--- config.mk ---
export PLATFORM = sky130hd
export DESIGN_NAME = voice_allocator
export DESIGN_NICKNAME = d
export VERILOG_FILES = /design/src/rtl/voice_allocator.sv
export SDC_FILE = /design/constraint.sdc
export NUM_CORES = 1
export LEC_CHECK = 0
export CELL_PAD_IN_SITES_DETAIL_PLACEMENT = 1
export CELL_PAD_IN_SITES_GLOBAL_PLACEMENT = 1
export CORE_ASPECT_RATIO = 1.25
export CORE_UTILIZATION = 40
export CTS_CLUSTER_DIAMETER = 50
export DETAILED_ROUTE_END_ITERATION = 7
export PLACE_DENSITY_LB_ADDON = 0.2
export SETUP_SLACK_MARGIN = 0.1
export SLEW_MARGIN = 5
export SYNTH_ARGS = -nofsm -noshare
export SYNTH_HDL_FRONTEND = slang
export SYNTH_SLANG_ARGS = --single-unit
--- constraint.sdc ---
create_clock -name sys_clk -period 5 [get_ports sys_clk]
set_input_delay 0.5 -clock sys_clk [delete_from_list [all_inputs] [get_ports sys_clk]]
set_output_delay 0.5 -clock sys_clk [all_outputs]
set_load 0.005 [all_outputs]
--- src/rtl/voice_allocator.sv ---
// Polyphonic voice scheduler: maps note-on/off requests onto N_VOICES TDM NCO voices
// (retrigger on match, else lowest free voice, else steal the least-recently-used one).
module voice_allocator #(
    parameter int N_VOICES = 4,
    parameter int VOICE_W  = 2,
    parameter int DIV_W    = 16
) (
    input  logic                sys_clk,
    input  logic                sys_rst_n,
    input  logic                note_on_stb,
    input  logic                note_off_stb,
    input  logic [6:0]          note_num,
    input  logic [6:0]          note_vel,
    input  logic [DIV_W-1:0]    note_div,
    output logic [VOICE_W-1:0]  midi_chan_selected,
    output logic [DIV_W-1:0]    midi_chan_divider,
    output logic                midi_chan_update,
    output logic [N_VOICES-1:0] voice_active,
    output logic                steal_evt,
    output logic                req_dropped,
    output logic                busy
);

    typedef enum logic [1:0] {
        IDLE  = 2'd0,
        SCAN  = 2'd1,
        ISSUE = 2'd2
    } state_e;

    localparam logic [VOICE_W-1:0] LAST_VOICE = VOICE_W'(N_VOICES - 1);

    state_e                state_q, state_d;
    logic [VOICE_W-1:0]    scan_idx_q, scan_idx_d;
    logic [6:0]            hold_note_q, hold_note_d;
    logic [DIV_W-1:0]      hold_div_q, hold_div_d;
    logic                  hold_off_q, hold_off_d;
    logic                  match_found_q, match_found_d;
    logic [VOICE_W-1:0]    match_idx_q, match_idx_d;
    logic                  free_found_q, free_found_d;
    logic [VOICE_W-1:0]    free_idx_q, free_idx_d;
    logic [VOICE_W-1:0]    oldest_idx_q, oldest_idx_d;
    logic [N_VOICES-1:0]   active_q, active_d;
    logic [6:0]            note_q [N_VOICES];
    logic [6:0]            note_d [N_VOICES];
    logic [VOICE_W-1:0]    rank_q [N_VOICES];
    logic [VOICE_W-1:0]    rank_d [N_VOICES];
    logic [VOICE_W-1:0]    sel_q, sel_d;
    logic [DIV_W-1:0]      div_q, div_d;
    logic                  update_q, update_d;
    logic                  steal_q, steal_d;
    logic                  dropped_q, dropped_d;
    logic                  any_stb;
    logic [VOICE_W-1:0]    tgt;
    logic [VOICE_W-1:0]    tgt_rank;

    assign any_stb = note_on_stb | note_off_stb;

    always_comb begin
        // NOTE: every variable gets a default here so no path can leave one unassigned and infer a latch.
        state_d       = state_q;
        scan_idx_d    = scan_idx_q;
        hold_note_d   = hold_note_q;
        hold_div_d    = hold_div_q;
        hold_off_d    = hold_off_q;
        match_found_d = match_found_q;
        match_idx_d   = match_idx_q;
        free_found_d  = free_found_q;
        free_idx_d    = free_idx_q;
        oldest_idx_d  = oldest_idx_q;
        active_d      = active_q;
        note_d        = note_q;
        rank_d        = rank_q;
        sel_d         = sel_q;
        div_d         = div_q;
        update_d      = 1'b0;
        steal_d       = 1'b0;
        dropped_d     = 1'b0;
        tgt           = '0;
        tgt_rank      = '0;

        unique case (state_q)
            IDLE: begin
                if (any_stb) begin
                    state_d       = SCAN;
                    scan_idx_d    = '0;
                    hold_note_d   = note_num;
                    hold_div_d    = note_div;
                    hold_off_d    = note_off_stb | (note_vel == 7'd0);
                    match_found_d = 1'b0;
                    free_found_d  = 1'b0;
                    dropped_d     = note_on_stb & note_off_stb;
                end
            end

            SCAN: begin
                dropped_d = any_stb;
                if (!match_found_q && active_q[scan_idx_q] && note_q[scan_idx_q] == hold_note_q) begin
                    match_found_d = 1'b1;
                    match_idx_d   = scan_idx_q;
                end
                if (!free_found_q && !active_q[scan_idx_q]) begin
                    free_found_d = 1'b1;
                    free_idx_d   = scan_idx_q;
                end
                if (rank_q[scan_idx_q] == LAST_VOICE) begin
                    oldest_idx_d = scan_idx_q;
                end
                scan_idx_d = scan_idx_q + 1'b1;

                // The last scan cycle already sees all voices, so the decision commits here
                // and the ISSUE cycle just presents the registered strobe.
                if (scan_idx_q == LAST_VOICE) begin
                    state_d = ISSUE;
                    if (!hold_off_q) begin
                        if (match_found_d) begin
                            tgt = match_idx_d;
                        end else if (free_found_d) begin
                            tgt = free_idx_d;
                        end else begin
                            tgt     = oldest_idx_d;
                            steal_d = 1'b1;
                        end
                        tgt_rank = rank_q[tgt];
                        for (int v = 0; v < N_VOICES; v++) begin
                            if (VOICE_W'(v) == tgt) begin
                                rank_d[v] = '0;
                            end else if (rank_q[v] < tgt_rank) begin
                                rank_d[v] = rank_q[v] + 1'b1;
                            end
                        end
                        active_d[tgt] = 1'b1;
                        note_d[tgt]   = hold_note_q;
                        sel_d         = tgt;
                        div_d         = hold_div_q;
                        update_d      = 1'b1;
                    end else if (match_found_d) begin
                        active_d[match_idx_d] = 1'b0;
                        sel_d                 = match_idx_d;
                        div_d                 = '0;
                        update_d              = 1'b1;
                    end
                end
            end

            ISSUE: begin
                dropped_d = any_stb;
                state_d   = IDLE;
            end

            default: state_d = IDLE;
        endcase
    end

    // NOTE: sequential state uses non-blocking assignments so all registers update from pre-edge values.
    always_ff @(posedge sys_clk) begin
        if (!sys_rst_n) begin
            state_q       <= IDLE;
            scan_idx_q    <= '0;
            hold_note_q   <= '0;
            hold_div_q    <= '0;
            hold_off_q    <= 1'b0;
            match_found_q <= 1'b0;
            match_idx_q   <= '0;
            free_found_q  <= 1'b0;
            free_idx_q    <= '0;
            oldest_idx_q  <= '0;
            active_q      <= '0;
            sel_q         <= '0;
            div_q         <= '0;
            update_q      <= 1'b0;
            steal_q       <= 1'b0;
            dropped_q     <= 1'b0;
            // NOTE: the note and rank tables are tiny register arrays, so they are reset explicitly;
            // the LRU order must restart as a valid permutation.
            for (int v = 0; v < N_VOICES; v++) begin
                note_q[v] <= '0;
                rank_q[v] <= VOICE_W'(v);
            end
        end else begin
            state_q       <= state_d;
            scan_idx_q    <= scan_idx_d;
            hold_note_q   <= hold_note_d;
            hold_div_q    <= hold_div_d;
            hold_off_q    <= hold_off_d;
            match_found_q <= match_found_d;
            match_idx_q   <= match_idx_d;
            free_found_q  <= free_found_d;
            free_idx_q    <= free_idx_d;
            oldest_idx_q  <= oldest_idx_d;
            active_q      <= active_d;
            note_q        <= note_d;
            rank_q        <= rank_d;
            sel_q         <= sel_d;
            div_q         <= div_d;
            update_q      <= update_d;
            steal_q       <= steal_d;
            dropped_q     <= dropped_d;
        end
    end

    assign midi_chan_selected = sel_q;
    assign midi_chan_divider  = div_q;
    assign midi_chan_update   = update_q;
    assign voice_active       = active_q;
    assign steal_evt          = steal_q;
    assign req_dropped        = dropped_q;
    assign busy               = (state_q != IDLE);

endmodule

==> Yosys cells after proc, flatten, opt, wreduce, memory -nomap -nowiden <==
Index checks and enable logic that the tools add are counted.
{ "classes": {"n_addsub": 5, "mul": 0, "div_mod_pow": 0, "order_cmp": 12, "n_eq_ne": 11, "n_shift": 0, "n_mux": 58, "bitwise": 12, "reduce_logical": 30} }
{ "op_table": {"columns": ["cell", "n"], "rows": [
  ["2-bit two-way mux", 26],
  ["16-bit two-way mux", 2],
  ["28-bit bitwise mux", 1],
  ["7-bit two-way mux", 3],
  ["4-bit AND reduction", 4],
  ["7-bit binary-select mux with 2-bit select", 1],
  ["7-bit demux with 2-bit select", 1],
  ["1-bit two-way mux", 12],
  ["2-bit nonzero test", 6],
  ["2-bit by 1-bit adder with 2-bit output (second input constant)", 5],
  ["2-bit by 3-bit less-than comparator with 1-bit output (second input constant)", 3],
  ["3-bit AND reduction", 3],
  ["2-bit binary-select mux with 2-bit select", 2],
  ["2-bit less-than comparator", 4],
  ["4-bit two-way mux", 2],
  ["2-bit one-hot mux with 2 select lines", 2],
  ["7-bit equality test", 1],
  ["7-bit logical NOT", 1],
  ["2-bit equality test (second input constant)", 3],
  ["3-bit >= comparator (second input constant)", 2],
  ["1-bit logical AND", 6],
  ["2-bit inverter with 3-bit output", 2],
  ["1-bit one-hot mux with 2 select lines", 3],
  ["2-bit AND reduction", 3],
  ["other kinds (19)", 30]
]} }
{ "word_totals": {"reg_bits": 97, "latch_bits": 0, "mem_bits_rw": 0, "rom_bits": 0, "memories": 0} }

==> Logic depth before layout (Yosys ltp) <==
Gate-level depths: netlist of the first run.
{ "logic_depth": {"depth_word": 19, "depth_mapped": 13} }

==> Worst setup path before layout of the first run <==
OpenSTA, ideal clock, no wires.
{ "synth_timing": {"path_type": "register to register", "start": "register scan_idx_q[0]", "end": "register rank_q[4] (netlist name)", "arrival_ns": 2.936, "t_required_ns": 4.918, "slack_ns": 1.982, "stages_incl_launch_ff": 12, "path_buffers": 2, "synth_period_minus_slack_ns": 3.018, "cell_sequence": "dfxtp_1 -> buf_6 -> mux4_2 -> xor2_1 -> nor4_4 -> o2111ai_1 -> and3_1 -> buf_6 -> nor2_4 -> mux2_1 -> maj3_2 -> o221ai_1"} }
{ "synth_via": {"elab_chain_cells": 19, "elab_cells_between_ends": 38, "cone_classes": "1 x order compare; 4 x eq/ne; 25 x mux; 2 x bitwise; 6 x reduce/logical"} }
{ "synth_lines": {"columns": ["element", "line_no", "source"], "rows": [
  ["start, declared", "33", "logic [VOICE_W-1:0] scan_idx_q, scan_idx_d;"],
  ["start signal, assigned", "181", "scan_idx_q <= scan_idx_d;"],
  ["2-bit inverter with 3-bit output (implied by the code)", "97, 105", null],
  ["7-bit binary-select mux with 2-bit select", "97", "if (!match_found_q && active_q[scan_idx_q] && note_q[scan_idx_q] == hold_note_q) begin"],
  ["7-bit two-way mux (implied by the code) (2 in series)", "97", null],
  ["7-bit equality test", "97", null],
  ["1-bit logical AND", "97", null],
  ["2-bit two-way mux or 1-bit two-way mux (tied branches)", "97", null],
  ["2-bit two-way mux or 1-bit two-way mux (tied branches)", "81", "unique case (state_q)"],
  ["2-bit two-way mux", "115", "if (match_found_d) begin"],
  ["2-bit two-way mux", "114", "if (!hold_off_q) begin"],
  ["2-bit two-way mux", "112", "if (scan_idx_q == LAST_VOICE) begin"],
  ["2-bit two-way mux", "81", null],
  ["2-bit inverter with 3-bit output (implied by the code)", "123", "tgt_rank = rank_q[tgt];"],
  ["2-bit binary-select mux with 2-bit select", "123", null],
  ["2-bit two-way mux (implied by the code) (2 in series)", "123", null],
  ["2-bit less-than comparator", "127", "end else if (rank_q[v] < tgt_rank) begin"],
  ["2-bit nonzero test (no source line)", null, null],
  ["4-bit AND reduction (no source line)", null, null],
  ["end signal, assigned by index", "177", "rank_q[v] <= VOICE_W'(v);"],
  ["end signal, assigned", "192", "rank_q <= rank_d;"],
  ["end, declared", "45", "logic [VOICE_W-1:0] rank_q [N_VOICES];"]
]} }
Parallel ways exist; a longest one is shown, timed or not. The select of a mux whose other input is x is not followed.
A chain may end at the register's enable or synchronous reset.

==> Worst setup path after layout of the first run <==
{ "layout_timing": {"start": "register scan_idx_q[0]", "end": "register note_q[5] (netlist name)"} }
{ "layout_via": {"elab_chain_cells": 18, "elab_cells_between_ends": 37, "cone_classes": "2 x order compare; 3 x eq/ne; 24 x mux; 2 x bitwise; 6 x reduce/logical"} }
{ "layout_lines": {"columns": ["element", "line_no", "source"], "rows": [
  ["2-bit inverter with 3-bit output (implied by the code)", "97, 105", null],
  ["7-bit binary-select mux with 2-bit select", "97", null],
  ["7-bit two-way mux (implied by the code) (2 in series)", "97", null],
  ["7-bit equality test", "97", null],
  ["1-bit logical AND", "97", null],
  ["2-bit two-way mux or 1-bit two-way mux (tied branches)", "97", null],
  ["2-bit two-way mux or 1-bit two-way mux (tied branches)", "81", null],
  ["2-bit two-way mux", "115", null],
  ["2-bit two-way mux", "114", null],
  ["2-bit two-way mux", "112", null],
  ["2-bit two-way mux", "81", null],
  ["2-bit inverter with 3-bit output (implied by the code)", "132", "note_d[tgt] = hold_note_q;"],
  ["3-bit >= comparator (implied by the code) or 3-bit by 1-bit less-than comparator with 1-bit output (tied branches)", "132", null],
  ["1-bit logical AND (implied by the code)", "132", null],
  ["7-bit two-way mux (implied by the code)", "132", null],
  ["7-bit demux with 2-bit select", "132", null],
  ["28-bit bitwise mux", "132", null],
  ["end signal, assigned", "191", "note_q <= note_d;"],
  ["end, declared", "43", "logic [6:0] note_q [N_VOICES];"]
]} }
Parallel ways exist; a longest one is shown, timed or not. The select of a mux whose other input is x is not followed.

==> results of run 1 <==
## power by group through the flow
stage	sequential (uW)	clock (uW)	combinational, uW
3_5_place_dp	844	0	184
5_1_grt	829	732	204
4_1_cts	826	700	186
2_1_floorplan	828	0	127
3_3_place_gp	842	0	178
6_report	826	680	185
## per-layer routing
layer	wire length, um	GRT usage	up-vias
met5	0	0	-
li1	-	-	1812
met3	465	0.0421	24
met2	6010	0.372	68
met1	5320	0.288	1819
met4	271	0.0877	0
## critical path: cells and delay by family (launching register included)
kind                      cells  cell delay [ps]
DFF                           1              850
muxes                         2              960
and+or+nand+nor               5             1660
AOI/OAI and AO/OA             1              220
xor gates and xnor gates      1              190
## how the worst min path moves through the flow
stage | from | end | slack, ps
floorplan | hold_div_q[0] | hold_div_q[0] | 440
global placement | hold_div_q[7] | hold_div_q[7] | 440
detailed placement | midi_chan_divider[9] | midi_chan_divider[9] | 450
CTS | hold_div_q[11] | hold_div_q[11] | 460
global route | hold_div_q[0] | hold_div_q[0] | 480
finish | hold_div_q[13] | hold_div_q[13] | 460
## final cells by class
| class | instances | area (um2) |
|---|---|---|
| clock buffers | 9 | 225 |
| clock inverters | 7 | 72.6 |
| fillers | 1236 | 5300 |
| inverters | 18 | 67.6 |
| multi-input cells | 334 | 2280 |
| flip-flops and latches | 97 | 1940 |
| well taps | 132 | 165 |
| repair buffers | 63 | 621 |
## layout by cell type, fill, tap and decap left out, drive strengths merged, types with 8 or more instances in the layout
cell type / n
dfxtp: 97
nand2: 59
clkdlybuf4s50: 59
nor2: 53
a21oi: 40
mux2i: 38
inv: 21
a22o: 17
o21ai: 16
nor3: 11
clkbuf: 9
nand3: 8
## kinds of logic (layout without fill, tap and decap cells)
family | count (synthesis) | after routing | share of synthesized area
compound gates | 120 | 120 | 0.191
xor+xnor | 9 | 9 | 0.0178
fa+ha+maj | 7 | 7 | 0.0187
buf+inv | 46 | 97 | 0.0459
flops | 97 | 97 | 0.440
mux | 46 | 46 | 0.125
simple gates | 152 | 152 | 0.161
## metrics by stage
stage	util	setup slack (ps)	hold WS, ps
floorplan	-	1980	437
global placement	0.476	1200	443
detailed placement	0.476	995	453
CTS	0.504	971	464
global route	0.504	777	479
finish	0.504	959	460
## registers in the layout, summed over array words and instances, names as in the netlist, 2 cells and up
name                flops
midi_chan_selected      2
match_idx_q             2
note_q                 28
oldest_idx_q            2
free_idx_q              2
state_q                 2
rank_q                  8
midi_chan_divider      16
hold_note_q             7
voice_active            4
scan_idx_q              2
hold_div_q             16
==> key figures, run 1 <==
Pwr
  • Switch share: 0.275
  • VDD IR max: 0.223 mV
  • PwrDens: 315 nW/um2
  • Leakage power: 0.00197 uW
  • Int Pwr: 1230 uW
  • Switching power: 464 uW
  • Clock Power Share: 0.402
  • Sequential share of power: 0.488
  • Total Power: 1690 uW
  • Combinational share of power: 0.109

Timing
  • Final setup violation count: 0
  • Clock Skews: 6.86 ps
  • Final hold vios: 0
  • TNS Setup: 0 ps
  • RSZ-0062 raised after global routing: false
  • Worst-Margin Slew: 1260 ps
  • Tcrit/Tclk final: 0.808
  • Pins over their slew limit: 0
  • FMAX: 247 MHz
  • Slew HR: 0.156
  • Min cycle time layout: 4040 ps

Worst setup path
  • Slowest CP cell: dfxtp_1
  • Critical Path Max Stage Delay: 850 ps
  • CP startpoint kind: flop
  • Worst reg2reg startpoint: scan_idx_q[0]
  • Worst path cell trace: mux4_1 -> xor2_1 -> nor4_4 -> o2111ai_1 -> and3_1 -> nor2_4 -> or3_1 -> mux2i_1 -> nor2_1
  • Critical R2R Capture: note_q[5]
  • R2R Setup Slk: 960 ps
  • CP Class: reg -> reg
  • Worst Setup End Kind: flop
  • Worst path required time: 5200 ps
  • CP arrival: 4240 ps
  • Setup crit end: note_q[5]
  • Reg2Reg Depth: 9
  • Crit-path max FO: 18
  • Worst Setup SP: scan_idx_q[0]

Routing
  • Initial drt markers: 156
  • Post-DR wirelength/cell: 18.3 um
  • Post-route DRC: 0
  • Via count: 3723
  • Final wirelength: 12.1 mm
  • Via density: 5.64
  • Post-route ant nets: 0
  • DR pass1 iterations: 4

Job
  • Max Cap Violations: 0

Yosys
  • Syn avg cell area: 9.26 um2
  • Synth cell types: 63
  • Post-synth top cells: dfxtp_1 (97), nand2_1 (59), nor2_1 (51)
  • Top post-synthesis cells by area: dfxtp_1 (44%), mux2i_1 (8.6%), nand2_1 (5.0%), a21oi_1 (4.4%), nor2_1 (4.3%)
  • Mapped Nets: 515
  • Post-synth EDFFs: 0
  • Syn Std Cell Area: 4420 um2
  • Synth warn: 0
  • Cell with the most instances after synthesis: dfxtp_1
  • Post-synthesis cell count: 477
  • Asr flop ratio synth: 0
  • #FFs+latches synth: 97
  • Sequential area share after synthesis: 0.440
  • Synth area leader: dfxtp_1
  • Share of the synthesized area in the top cell type: 0.440
  • Top FF cell, synth: dfxtp_1

Layout
  • Layout net count: 561
  • Area Overhead vs Synth: 21.6%
  • Fin cells: 660
  • Final instance area: 5370 um2
  • Share of cells above drive strength 1: 0.0795
  • Diodes inserted: 0

Clocking
  • CTS Buffer Depth: 2
  • Worst-path clk slew: 70 ps
  • Root Driver: clkbuf_16
  • Post-CTS setup buffers: 0
  • H-tree depth: 3
  • CTS tree: done
  • Clk_lat worst skew: 350 ps
  • # clock sinks: 97
  • Cts hold-fix bufs: 0
  • Post_cts resized: 0
  • Number of CTS-inserted buffers: 9

Worst hold path
  • WHS Path Cells: 2
  • Min-Delay Path Class: reg -> reg

Place
  • Port buffer count: 59
  • Dpl cells: 644
  • Area after DPL: 5070 um2
  • GPL Wtd Cong: 0.844
  • Dpl hpwl: 8.32 mm

Global route
  • First-pass GRT wire length: 19.9 mm
  • Initial antenna violation count: 0
  • Pin count of the biggest net entering global routing: 71
  • Tot GR Track Use: 0.226
  • Overflow after GRT: 0
  • Vias in the first global route: 3874

Die
  • Row count: 42
  • Die Wd: 96.0 um
  • Full die area: 11500 um2
  • Initial Utilization: 0.414
  • Die H: 119 um
  • # IOs: 60
  • Core box area: 10700 um2

Run status
  • Status: complete, no violations
No activity file was read; power rests on OpenSTA's default activity.
==> run 2: changes to the inputs <==
==> constraint.sdc (replaced) <==
create_clock -name sys_clk -period 4.1 [get_ports sys_clk]
set_input_delay 0.41 -clock sys_clk [delete_from_list [all_inputs] [get_ports sys_clk]]
set_output_delay 0.41 -clock sys_clk [all_outputs]
set_load 0.005 [all_outputs]
==> key figures, run 2 (same netlist as run 1, synthesis figures left out) <==
Place
  • Port buffer count: 59 (unchanged)
  • Pre-CTS setup slack: 398 ps (-597 ps)
  • Dpl hpwl: 8.51 mm (+2.3%)
  • GPL Wtd Cong: 0.895 (+6.0%)

Worst setup path
  • Worst path cell trace: mux4_2 -> xor2_1 -> nor4_4 -> o2111ai_1 -> and3_1 -> nor2_4 -> or3_1 -> mux2i_1 -> nor2_1
  • CP Class: reg -> reg
  • CP startpoint kind: flop
  • Crit-path max FO: 18 (unchanged)
  • Slowest CP cell: dfxtp_1
  • CP arrival: 3920 ps (-320 ps)
  • Worst path required time: 4300 ps (-900 ps)
  • Worst Setup End Kind: flop
  • Critical Path Max Stage Delay: 910 ps (+60 ps)

Global route
  • Tot GR Track Use: 0.225 (-0.000953)
  • Pin count of the biggest net entering global routing: 66 (-7.0%)
  • First-pass GRT wire length: 19.6 mm (-1.2%)
  • Overflow after GRT: 0 (unchanged)
  • Vias in the first global route: 3853 (-0.54%)
  • Initial antenna violation count: 0 (unchanged)

Layout
  • Largest reg by FF count: note_q
  • Layout net count: 564 (+0.53%)
  • Area Overhead vs Synth: 23.6%
  • Max FFs per register: 28 (unchanged)
  • Diodes inserted: 0 (unchanged)
  • Commonest non-fill, non-tap cell in the layout: dfxtp_1
  • Share of cells above drive strength 1: 0.0847 (+0.00520)
  • Most frequent cells in the layout: dfxtp_1 (97), nand2_1 (59), clkdlybuf4s50_1 (59)
  • Fillers: 1225 (-0.89%)

Die
  • Core box area: 10700 um2 (unchanged)
  • Row count: 42 (unchanged)
  • Full die area: 11500 um2 (unchanged)
  • Die H: 119 um (unchanged)
  • Initial Utilization: 0.414 (unchanged)
  • Die Wd: 96.0 um (unchanged)
  • # IOs: 60 (unchanged)

Pwr
  • Combinational share of power: 0.103 (-0.006)
  • Int Pwr: 1700 uW (+39%)
  • Leakage power: 0.00202 uW (+2.6%)
  • Switching power: 536 uW (+15%)
  • Clock Power Share: 0.449 (+0.047)
  • PwrDens: 410 nW/um2 (+30%)
  • Switch share: 0.240 (-0.0352)
  • Sequential share of power: 0.449 (-0.039)
  • VDD IR max: 0.303 mV (+36%)

Timing
  • Clock Skews: 4.28 ps (-2.59 ps)
  • Final hold vios: 0 (unchanged)
  • Worst-Margin Slew: 1240 ps (-22.8 ps)
  • Pins over their slew limit: 0 (unchanged)
  • FMAX: 269 MHz (+8.6%)
  • Slew HR: 0.173 (+0.0161)
  • Tcrit/Tclk final: 0.908 (+0.0992)
  • TNS Setup: 0 ps (unchanged)
  • RSZ-0062 raised after global routing: false
  • Min cycle time layout: 3720 ps (-321 ps)
  • Post-route setup slack: 379 ps (-579 ps)
  • Hold_ws: 458 ps (-2.17 ps)
  • Final setup violation count: 0 (unchanged)

Clocking
  • H-tree depth: 3 (unchanged)
  • Post_cts resized: 0 (unchanged)
  • CTS tree: done
  • Cts hold-fix bufs: 0 (unchanged)
  • CTS Buffer Depth: 2 (unchanged)
  • Post-CTS setup buffers: 0 (unchanged)
  • Clk_lat worst skew: 340 ps (about the same)
  • Number of CTS-inserted buffers: 9 (unchanged)
  • Worst-path clk slew: 70 ps (about the same)
  • # clock sinks: 97 (unchanged)
  • Root Driver: clkbuf_16

Routing
  • DR pass1 iterations: 4 (unchanged)
  • Post-DR wirelength/cell: 18.4 um (+0.45%)
  • Post-route DRC: 0 (unchanged)
  • Post-route ant nets: 0 (unchanged)
  • Initial drt markers: 202 (+29%)
  • Via density: 5.66 (+0.30%)
  • Final wirelength: 12.2 mm (+0.90%)
  • Via count: 3751 (+0.75%)

Job
  • Max Cap Violations: 0 (unchanged)

Run status
  • Status: complete, no violations

Worst hold path
  • Min-Delay Path Class: reg -> reg
## run 2: path summary, 6_finish.rpt
| check | slack (ps) | cells after the start | start | endpoint |
|---|---|---|---|---|
| hold reg to reg | 460 | 2 | hold_div_q[9] | hold_div_q[9] |
| setup / recovery | 380 | 9 | scan_idx_q[1] | note_q[0] |
| setup reg to reg | 380 | 9 | scan_idx_q[1] | note_q[0] |
| hold / removal | 460 | 2 | hold_div_q[9] | hold_div_q[9] |
## run 2: layout make-up
cell class                      instances  area [um2]  area share
Timing Repair Buffer                   66         643       0.118
Tap cell                              132         165      0.0303
Clock buffer                           11         253      0.0463
Sequential cell                        97        1940       0.356
Multi-Input combinational cell        334        2280       0.417
Clock inverter                          5         110      0.0202
Inverter                               18        67.6      0.0124
## run 2: metrics by stage
step	util	area, um2	total power, uW	cells
after floorplan	-	4420	1160	477
after global placement	0.478	5100	1250	647
after detailed placement	0.478	5100	1250	647
after CTS	0.512	5460	2260	663
after global routing	0.512	5460	2320	663
final	0.512	5460	2240	663
## run 2: worst max-delay path, delay by kind of cell, from the launching register on
kind            cells  cell delay, ps
flops               1             910
compound gates      1             210
simple gates        5            1590
mux                 2             680
xor+xnor            1             180
## run 2: power by group through the flow
stage	combinational, uW	clock (uW)	sequential [uW]
6_report	230	1000	1000
4_1_cts	231	1020	1000
3_3_place_gp	223	0	1020
3_5_place_dp	229	0	1030
5_1_grt	253	1060	1010
2_1_floorplan	155	0	1010
## run 2: metal layers
metal  track usage  up-vias  routed length, um
met5             0        -                  0
met4        0.0951        0                294
met3        0.0262       22                233
met2         0.382       54               6130
met1         0.283     1859               5520
li1              -     1816                  -
==> run 3: changes to the inputs <==
--- a/config.mk
+++ b/config.mk
@@ -5,9 +5,11 @@
 export SDC_FILE = /design/constraint.sdc
 export NUM_CORES = 1
 export LEC_CHECK = 0
+export CAP_MARGIN = 15
 export CELL_PAD_IN_SITES_DETAIL_PLACEMENT = 1
 export CELL_PAD_IN_SITES_GLOBAL_PLACEMENT = 1
 export CORE_ASPECT_RATIO = 1.25
+export CORE_MARGIN = 2
 export CORE_UTILIZATION = 40
 export CTS_CLUSTER_DIAMETER = 50
 export DETAILED_ROUTE_END_ITERATION = 7
==> key figures, run 3 (same netlist as run 1, synthesis figures left out) <==
Worst setup path
  • Setup crit end: note_q[5]
  • Crit-path max FO: 17 (-1)
  • Worst path required time: 4320 ps (+20 ps)
  • Reg2Reg Depth: 9 (unchanged)
  • Slowest CP cell: dfxtp_1
  • Worst path cell trace: mux4_2 -> xor2_1 -> nor4_4 -> o2111ai_1 -> and3_1 -> nor2_4 -> or3_1 -> mux2i_1 -> nor2_1
  • CP arrival: 3940 ps (+20 ps)
  • Worst Setup End Kind: flop
  • CP startpoint kind: flop
  • Worst Setup SP: scan_idx_q[1]
  • Critical Path Max Stage Delay: 880 ps (-30 ps)
  • Critical R2R Capture: note_q[5]
  • CP Class: reg -> reg
  • R2R Setup Slk: 380 ps (about the same)
  • Worst reg2reg startpoint: scan_idx_q[1]

Pwr
  • PwrDens: 399 nW/um2 (-2.6%)
  • Leakage power: 0.00201 uW (-0.26%)
  • VDD IR max: 0.271 mV (-11%)
  • Total Power: 2180 uW (-2.8%)

Clocking
  • Cts hold-fix bufs: 0 (unchanged)
  • Worst-path clk slew: 70 ps (about the same)
  • # clock sinks: 97 (unchanged)
  • H-tree depth: 3 (unchanged)
  • Post_cts resized: 0 (unchanged)
  • Post-CTS setup buffers: 0 (unchanged)
  • CTS tree: done
  • Root Driver: clkbuf_16
  • Clk_lat worst skew: 350 ps (about the same)
  • Number of CTS-inserted buffers: 9 (unchanged)
  • CTS Buffer Depth: 2 (unchanged)

Routing
  • Initial drt markers: 127 (-37%)
  • Via density: 5.64 (-0.33%)
  • Post-route ant nets: 0 (unchanged)
  • Post-DR wirelength/cell: 18.4 um (+0.21%)
  • Via count: 3750 (-0.027%)
  • Final wirelength: 12.2 mm (+0.51%)
  • Post-route DRC: 0 (unchanged)
  • DR pass1 iterations: 4 (unchanged)

Die
  • Row count: 42 (unchanged)
  • Core box area: 10700 um2 (unchanged)
  • Initial Utilization: 0.414 (unchanged)
  • Full die area: 11900 um2 (+3.8%)
  • Die Wd: 98.0 um (+2.1%)
  • Die H: 121 um (+1.7%)
  • # IOs: 60 (unchanged)

Layout
  • Layout net count: 566 (+0.35%)
  • Area Overhead vs Synth: 23.4%
  • Diodes inserted: 0 (unchanged)
  • Most frequent cells in the layout: dfxtp_1 (97), nand2_1 (59), clkdlybuf4s50_1 (59)
  • Largest reg by FF count: note_q
  • Commonest non-fill, non-tap cell in the layout: dfxtp_1
  • Share of cells above drive strength 1: 0.0882 (+0.00343)
  • Post-layout util: 0.511 (-0.000821)
  • Final instance area: 5450 um2 (-0.16%)
  • Max FFs per register: 28 (unchanged)

Global route
  • Tot GR Track Use: 0.210 (-0.0152)
  • Initial antenna violation count: 0 (unchanged)
  • Vias in the first global route: 3861 (+0.21%)
  • Pin count of the biggest net entering global routing: 46 (-30%)
  • Overflow after GRT: 0 (unchanged)
  • First-pass GRT wire length: 19.8 mm (+0.74%)

Place
  • GPL Wtd Cong: 0.890 (-0.51%)
  • Area after DPL: 5110 um2 (+0.37%)
  • Dpl hpwl: 8.70 mm (+2.3%)
  • Port buffer count: 59 (unchanged)

Run status
  • Status: complete, no violations

Timing
  • Hold_ws: 462 ps (+3.63 ps)
  • RSZ-0062 raised after global routing: false
  • Tcrit/Tclk final: 0.907 (about the same)
  • Worst-Margin Slew: 857 ps (-384 ps)
  • Clock Skews: 3.82 ps (-0.460 ps)
  • Min cycle time layout: 3720 ps (-0.752 ps)
  • FMAX: 269 MHz (about the same)
  • Slew HR: 0.428 (+0.255)
  • Final hold vios: 0 (unchanged)
  • TNS Setup: 0 ps (unchanged)
  • Pins over their slew limit: 0 (unchanged)
  • Final setup violation count: 0 (unchanged)

Worst hold path
  • WHS Path Cells: 2 (unchanged)
  • Min-Delay Path Class: reg -> reg

Job
  • Max Cap Violations: 0 (unchanged)
==> run 3: changes by cell type in the layout (fill, tap and decap cells not counted), sizes merged <==
cell	change
buf	+2
bufinv	-1
clkbuf	-1
clkinv	-1
clkinvlp	+1
inv	+2
==> run 3: stage by stage <==
stage / setup slack [ps] / cells
after floorplan: 1080 / 477
after global placement: 562 / 648
after detailed placement: 400 / 649
after CTS: 358 / 665
after global routing: 147 / 665
final: 380 / 665
==> run 3: power by group <==
part	switching, uW	leakage [uW]	internal, uW
sequential	34.1	0.000788	971
clock	379	0.000162	560
combinational	134	0.00106	97.8
total	547	0.00201	1630
==> run 3: worst min path at each step <==
stage / from / endpoint / slack, ps
global placement: hold_div_q[11] / hold_div_q[11] / 440
detailed placement: hold_div_q[12] / hold_div_q[12] / 450
floorplan: hold_div_q[0] / hold_div_q[0] / 440
CTS: hold_div_q[12] / hold_div_q[12] / 460
global route: hold_div_q[12] / hold_div_q[12] / 480
finish: hold_div_q[9] / hold_div_q[9] / 460
==> run 3: area by class of cell <==
| type | count | area [um2] |
|---|---|---|
| clock buffers | 10 | 239 |
| repair buffers | 68 | 662 |
| flip-flops and latches | 97 | 1940 |
| fillers | 1225 | 5220 |
| well taps | 132 | 165 |
| clock inverters | 6 | 96.3 |
| inverters | 18 | 67.6 |
| multi-input cells | 334 | 2280 |
==> run 3: metal layers <==
metal / global-route usage / vias to the layer above / wire length, um
li1: - / 1815 / -
met1: 0.250 / 1869 / 5310
met2: 0.366 / 48 / 6360
met3: 0.0432 / 18 / 300
met4: 0.0877 / 0 / 258
met5: 0 / - / 0
==> run 3: worst max-delay path: cells and delay by family (launching register included) <==
kind	cells	cell delay, ps
flops	1	880
mux	2	680
compound gates	1	200
xor+xnor	1	190
simple gates	5	1640
